File: config.mk
export PLATFORM = sky130hd
export DESIGN_NAME = microcode_sequencer
export DESIGN_NICKNAME = d
export VERILOG_FILES = /design/src/rtl/microcode_sequencer.sv
export SDC_FILE = /design/constraint.sdc
export NUM_CORES = 1
export LEC_CHECK = 0
export CAP_MARGIN = 10
export CORE_ASPECT_RATIO = 0.9
export CORE_MARGIN = 2
export CORE_UTILIZATION = 52
export CTS_BUF_LIST = sky130_fd_sc_hd__clkbuf_4
export DETAILED_ROUTE_END_ITERATION = 7
export MAX_ROUTING_LAYER = met4
export PLACE_DENSITY = 0.88
export SLEW_MARGIN = 20
export SYNTH_ARGS = -nofsm -noshare
export SYNTH_HDL_FRONTEND = slang
export SYNTH_SLANG_ARGS = --single-unit
File: constraint.sdc
create_clock -name clk -period 3.1 [get_ports clk]
set_clock_uncertainty 0.15 [all_clocks]
set_input_delay 0.775 -clock clk [delete_from_list [all_inputs] [get_ports clk]]
set_output_delay 0.775 -clock clk [all_outputs]
set_load 0.01 [all_outputs]
File: src/rtl/microcode_sequencer.sv
// microcode_sequencer
//   Fetch/execute sequencer for the SAP-2 core. Owns PC, IR and operand latches,
//   fetches variable-length instructions (opcode + 0..MAX_OPERAND_BYTES operands)
//   from a synchronous RAM, then steps a microstep counter that addresses an
//   external microcode ROM ({opcode, microstep}). Conditional PC loads are
//   resolved against the ALU flags.
//
//   Optional build macro: SEQ_SINGLE_STEP_EN adds input step_req; in execute a
//   microstep commits only in cycles where step_req=1.
//
// Ports
//   clk, reset          clock (rising edge), async active-high reset
//   mem_addr, mem_rd    fetch address (= pc) and read strobe (data next cycle)
//   mem_rdata           RAM read data
//   operand_bytes       operand count decoded from the current opcode
//   uc_last_step/uc_halt/uc_load_pc/uc_check  microcode control inputs
//   flag_z/flag_c/flag_n ALU flags
//   opcode, operands    IR and operand latches (operand[0] in LSBs)
//   microstep           current execute step
//   exec_strobe         a microstep commits this cycle
//   pc, state, halted   program counter, FSM encoding, halt indicator
//   ustep_overflow      sticky: step limit reached without uc_last_step
module microcode_sequencer #(
  parameter int unsigned DATA_WIDTH        = 8,
  parameter int unsigned ADDR_WIDTH        = 16,
  parameter int unsigned MAX_OPERAND_BYTES = 2,
  parameter int unsigned MAX_MICROSTEPS    = 8,
  parameter logic [ADDR_WIDTH-1:0] RESET_VECTOR = 16'hF000,
  localparam int unsigned MS_W = $clog2(MAX_MICROSTEPS),
  localparam int unsigned OB_W = $clog2(MAX_OPERAND_BYTES + 1)
) (
  input  logic                                  clk,
  input  logic                                  reset,
`ifdef SEQ_SINGLE_STEP_EN
  input  logic                                  step_req,
`endif
  output logic [ADDR_WIDTH-1:0]                 mem_addr,
  output logic                                  mem_rd,
  input  logic [DATA_WIDTH-1:0]                 mem_rdata,
  input  logic [OB_W-1:0]                       operand_bytes,
  input  logic                                  uc_last_step,
  input  logic                                  uc_halt,
  input  logic                                  uc_load_pc,
  input  logic [3:0]                            uc_check,
  input  logic                                  flag_z,
  input  logic                                  flag_c,
  input  logic                                  flag_n,
  output logic [DATA_WIDTH-1:0]                 opcode,
  output logic [MAX_OPERAND_BYTES*DATA_WIDTH-1:0] operands,
  output logic [MS_W-1:0]                       microstep,
  output logic                                  exec_strobe,
  output logic [ADDR_WIDTH-1:0]                 pc,
  output logic [2:0]                            state,
  output logic                                  halted,
  output logic                                  ustep_overflow
);

  typedef enum logic [2:0] {
    S_RESET          = 3'd0,
    S_INIT           = 3'd1,
    S_LATCH_ADDR     = 3'd2,
    S_READ_BYTE      = 3'd3,
    S_LATCH_BYTE     = 3'd4,
    S_CHK_MORE_BYTES = 3'd5,
    S_EXECUTE        = 3'd6,
    S_HALT           = 3'd7
  } fsm_state_t;

  localparam int unsigned          TW      = 2 * DATA_WIDTH;
  localparam logic [MS_W-1:0]      MS_LAST = MS_W'(MAX_MICROSTEPS - 1);
  localparam logic [OB_W-1:0]      OB_MAX  = OB_W'(MAX_OPERAND_BYTES);

  fsm_state_t            state_q;
  logic [OB_W-1:0]       byte_idx;
  logic [OB_W-1:0]       n_ops;
  logic                  step_ok;
  logic                  cond_ok;
  logic [TW-1:0]         tgt_bytes;
  logic [ADDR_WIDTH-1:0] target;

`ifdef SEQ_SINGLE_STEP_EN
  assign step_ok = step_req;
`else
  assign step_ok = 1'b1;
`endif

  assign state       = state_q;
  assign mem_addr    = pc;
  assign halted      = (state_q == S_HALT);
  assign exec_strobe = (state_q == S_EXECUTE) && step_ok;

  assign n_ops = (operand_bytes > OB_MAX) ? OB_MAX : operand_bytes;

  // uc_check = {negative, carry, not_zero, zero}; all-zero means unconditional
  assign cond_ok = !(uc_check[0] && !flag_z) && !(uc_check[1] && flag_z) &&
                   !(uc_check[2] && !flag_c) && !(uc_check[3] && !flag_n);

  // Jump target is {operand[1], operand[0]}, fitted to the PC width
  generate
    if (MAX_OPERAND_BYTES >= 2) begin : g_tgt_two
      assign tgt_bytes = operands[TW-1:0];
    end else begin : g_tgt_one
      assign tgt_bytes = {{DATA_WIDTH{1'b0}}, operands[DATA_WIDTH-1:0]};
    end
    if (ADDR_WIDTH <= TW) begin : g_tgt_trunc
      assign target = tgt_bytes[ADDR_WIDTH-1:0];
    end else begin : g_tgt_ext
      assign target = {{(ADDR_WIDTH-TW){1'b0}}, tgt_bytes};
    end
  endgenerate

  always_ff @(posedge clk or posedge reset) begin
    if (reset) begin
      state_q        <= S_RESET;
      pc             <= '0;
      opcode         <= '0;
      operands       <= '0;
      microstep      <= '0;
      byte_idx       <= '0;
      mem_rd         <= 1'b0;
      ustep_overflow <= 1'b0;
    end else begin
      mem_rd <= 1'b0;
      case (state_q)
        S_RESET: state_q <= S_INIT;
        S_INIT: begin
          pc      <= RESET_VECTOR;
          state_q <= S_LATCH_ADDR;
        end
        S_LATCH_ADDR: begin
          mem_rd  <= 1'b1;
          state_q <= S_READ_BYTE;
        end
        S_READ_BYTE: state_q <= S_LATCH_BYTE;
        S_LATCH_BYTE: begin
          if (byte_idx == '0) begin
            opcode <= mem_rdata;
          end
          for (int unsigned i = 0; i < MAX_OPERAND_BYTES; i++) begin
            if (byte_idx == OB_W'(i + 1)) begin
              operands[i*DATA_WIDTH +: DATA_WIDTH] <= mem_rdata;
            end
          end
          pc      <= pc + ADDR_WIDTH'(1);
          state_q <= S_CHK_MORE_BYTES;
        end
        S_CHK_MORE_BYTES: begin
          if (byte_idx < n_ops) begin
            byte_idx <= byte_idx + OB_W'(1);
            state_q  <= S_LATCH_ADDR;
          end else begin
            byte_idx  <= '0;
            microstep <= '0;
            state_q   <= S_EXECUTE;
          end
        end
        S_EXECUTE: begin
          if (step_ok) begin
            if (uc_halt) begin
              state_q <= S_HALT;
            end else begin
              if (uc_load_pc && cond_ok) begin
                pc <= target;
              end
              if (uc_last_step || (microstep == MS_LAST)) begin
                if (!uc_last_step) begin
                  ustep_overflow <= 1'b1;
                end
                microstep <= '0;
                state_q   <= S_LATCH_ADDR;
              end else begin
                microstep <= microstep + MS_W'(1);
              end
            end
          end
        end
        S_HALT: state_q <= S_HALT;
        default: state_q <= S_RESET;
      endcase
    end
  end

endmodule
==> results of run 1 <==
[Yosys cell counts (2+ instances only)]
cell type,count,area share
o21ai_2,2,0.0061
a211oi_1,7,0.018
buf_1,2,0.0026
nor3_1,6,0.011
or3_1,2,0.0044
buf_2,6,0.011
dfrtp_1,50,0.44
nor2_1,15,0.020
inv_1,8,0.011
nand3b_1,2,0.0053
ha_1,7,0.031
nand3_2,2,0.0070
buf_4,16,0.042
o41ai_1,3,0.0092
clkbuf_1,5,0.0066
a21o_1,3,0.0079
and3_1,3,0.0066
a21oi_1,5,0.0088
xor2_1,2,0.0061
a221o_1,2,0.0070
nand2b_1,5,0.011
mux2_2,25,0.099
nor4_1,5,0.011
mux2i_1,3,0.011
and2_1,4,0.0088
nor2b_1,5,0.011
nand2_1,21,0.028
a31oi_1,2,0.0044
nand3_1,10,0.018
and4_1,3,0.0092
a211o_1,2,0.0061
o211ai_1,11,0.029
nor3b_1,2,0.0053
o21ai_0,4,0.0070
[metal layers]
metal	global-route usage	wire length [um]	vias up	share of wire
li1	-	-	1147	-
met1	0.366	3150	1209	0.43
met2	0.412	3530	134	0.48
met3	0.0425	544	7	0.075
met4	0.0815	70	0	0.0096
met5	-	0	-	0
[metrics by stage]
stage / power, uW / instance area [um2] / std cells / worst slack (ns) / hold WS (ns)
floorplan: 2040 / 2860 / 275 / 0.714 / 0.347
global placement: 2780 / 3700 / 409 / 0.219 / 0.301
detailed placement: 2840 / 3700 / 409 / 0.222 / 0.321
CTS: 3150 / 3760 / 417 / 0.297 / 0.351
global route: 3360 / 3760 / 417 / 0.214 / 0.379
finish: 3140 / 3760 / 417 / 0.298 / 0.351
[worst paths after layout]
check                          startpoint        endpoint  slack [ns]  cells past startpoint
setup / recovery                 state[0]     exec_strobe        0.30                      3
hold / removal             ustep_overflow  ustep_overflow        0.35                      1
setup reg to reg                 state[1]     mem_addr[3]        0.84                      5
hold reg to reg            ustep_overflow  ustep_overflow        0.35                      1
max in group asynchronous           reset       opcode[2]        1.55                      3
min in group asynchronous           reset     mem_addr[8]        0.63                      2
[worst max-delay path, stage by stage (launching register included)]
cell and delay (ns):
dfrtp_1 0.42, nand3b_1 0.30, inv_1 0.23, clkdlybuf4s50_1 0.57
[layout make-up]
| class | count | area (um2) | share of cell area |
|---|---|---|---|
| Multi-Input combinational cell | 187 | 1390 | 0.369 |
| Sequential cell | 50 | 1250 | 0.333 |
| Timing Repair Buffer | 97 | 946 | 0.252 |
| Tap cell | 67 | 83.8 | 0.0223 |
| Clock buffer | 5 | 37.5 | 0.00999 |
| Inverter | 8 | 30.0 | 0.00799 |
| Clock inverter | 3 | 21.3 | 0.00566 |
[sequential cells by signal (all words and copies together), names as in the netlist]
| name | flops |
|---|---|
| byte_idx | 2 |
| mem_addr | 16 |
| mem_rd | 1 |
| microstep | 3 |
| opcode | 8 |
| operands | 16 |
| state | 3 |
| ustep_overflow | 1 |
[layout by cell type, fill, tap and decap left out, types with 3 or more instances in the layout]
cell type        count
nor2_1              15
nor4_1               5
and4_1               3
clkbuf_4             5
inv_1                7
nand2_1             21
and2_1               4
a21oi_1              5
o211ai_1            11
nor2b_1              5
o21ai_0              4
o41ai_1              3
a211oi_1             7
nand3_1             10
ha_1                 7
nor3_1               6
dfrtp_1             50
buf_4               10
and3_1               3
mux2i_1              3
mux2_2              25
a21o_1               3
clkdlybuf4s50_1     87
nand2b_1             5
[cells by family after synthesis]
logic type / Yosys count / synth area share
and+or+nand+nor: 95 / 0.188
adders and majority gates: 7 / 0.0307
buffers and inverters: 38 / 0.0763
muxes: 29 / 0.114
xor gates and xnor gates: 2 / 0.00614
AOI/OAI and AO/OA: 54 / 0.146
DFF: 50 / 0.438
[power breakdown]
part	internal [uW]	switching (uW)
Combinational	924	726
Clock	89.2	218
Sequential	892	290
Total	1910	1230
==> reports/results.md, run 1 <==
| Item | Value |
|:---|:---|
| Core area | 0.00529 mm2 |
| Synth Cell Area | 0.00286 mm2 |
| Worst rel slew slack | 0.567 |
| Count of endpoints failing hold in the final timing report | 0 |
| Arrival @ worst endpoint | 1.88 ns |
| CP endpoint kind | output pin |
| Die X-Extent | 82.1 um |
| Critical Path Source Type | flop |
| Antenna violations before repair | 0 |
| Vias per cell | 5.99 |
| Total wire length | 7300 um |
| Number of flops mapped to enable cells by yosys | 0 |
| Half-perimeter wire length after placement | 5470 um |
| Count of hold buffers inserted by post-cts repair | 0 |
| Remaining Overflow, GRT | 0 |
| Number of buffers inserted to repair setup after CTS | 0 |
| Netlist cell types | 59 |
| H-tree Lvls | 2 |
| Final count of negative-setup-slack endpoints | 0 |
| Growth of design area from synthesis to finish | 31.6% |
| Share of async-settable or async-resettable flops after synthesis | 1.00 |
| Number of nets at the end of the flow | 378 |
| Average cell area after synthesis | 10.4 um2 |
| Final Util | 0.711 |
| Gpl congestion | 0.965 |
| Rows | 25 |
| Synth Flop Type | dfrtp_1 |
| Count of state elements after synthesis | 50 |
| Maximum root-to-sink buffer count | 2 |
| Nets in the synthesized netlist | 304 |
| Root buf cell | clkbuf_4 |
| IR drop worst, VDD | 0.511 mV |
| Chip height | 74.3 um |
| Leakage | 0.00158 uW |
| TritonCTS buffer count | 5 |
| Total iterations of the first detailed-routing run | 5 |
| Count of max-cap constraint violations | 0 |
| Combined global-route utilization of all metal layers | 0.267 |
| Highest clock frequency the design can meet | 357 MHz |
| Share of final-layout standard cells stronger than drive strength 1 | 0.163 |
| Clock Sinks | 50 |
| Detailed-route DRC error count | 0 |
| Clock tree from TritonCTS | built |
| Number of warnings issued by yosys | 0 |
| Setup TNS | 0 ns |
| Count of buffers inserted at the top-level ports | 87 |
| Pin count of the biggest net entering global routing | 33 |
| Setup repair after global routing missed its margin | no |
| Drt initial violations | 247 |
| WS Path Type | reg -> out |
| Initial Util | 0.540 |
| Cell Pwr Density | 836 mW/mm2 |
| Synthesized netlist cell count | 275 |
| Clk_lat worst skew | 0.38 ns |
| Routed length per placed instance | 17.5 um |
| Hold WC Path Type | reg -> reg |
| Data required time of the worst path | 2.17 ns |
| Number of gates given a new drive strength after cts | 0 |
| Run status | completed |
| DRT antenna net count | 0 |
| Via count of the routed design | 2497 |
| Transition at the pin with the smallest max-transition slack | 0.648 ns |
| Filler Cell Count | 390 |
| Period minus WS final | 2.80 ns |
| Register clock-pin slew on the reported worst setup and hold paths | 0.14 ns |
| Number of global-route vias before repair | 2382 |
| Final-report max-slew violation count | 0 |
| Share of the clock period used by the worst path after layout | 0.904 |
| Sequential share of the synthesized area | 0.438 |
| Maximum fanout along the worst path | 5 |
| Die ar. | 0.00610 mm2 |
| Global-route wire length before repair | 12100 um |
| Antenna Cells | 0 |
| I/O pin count | 88 |
No activity file was read; power rests on OpenSTA's default activity.
==> run 2, diff against run 1 <==
- ABC_CLOCK_PERIOD_IN_PS: default -> 3100
==> results of run 2 <==
Final layout, timing and power as in run 1 (identical DEF).
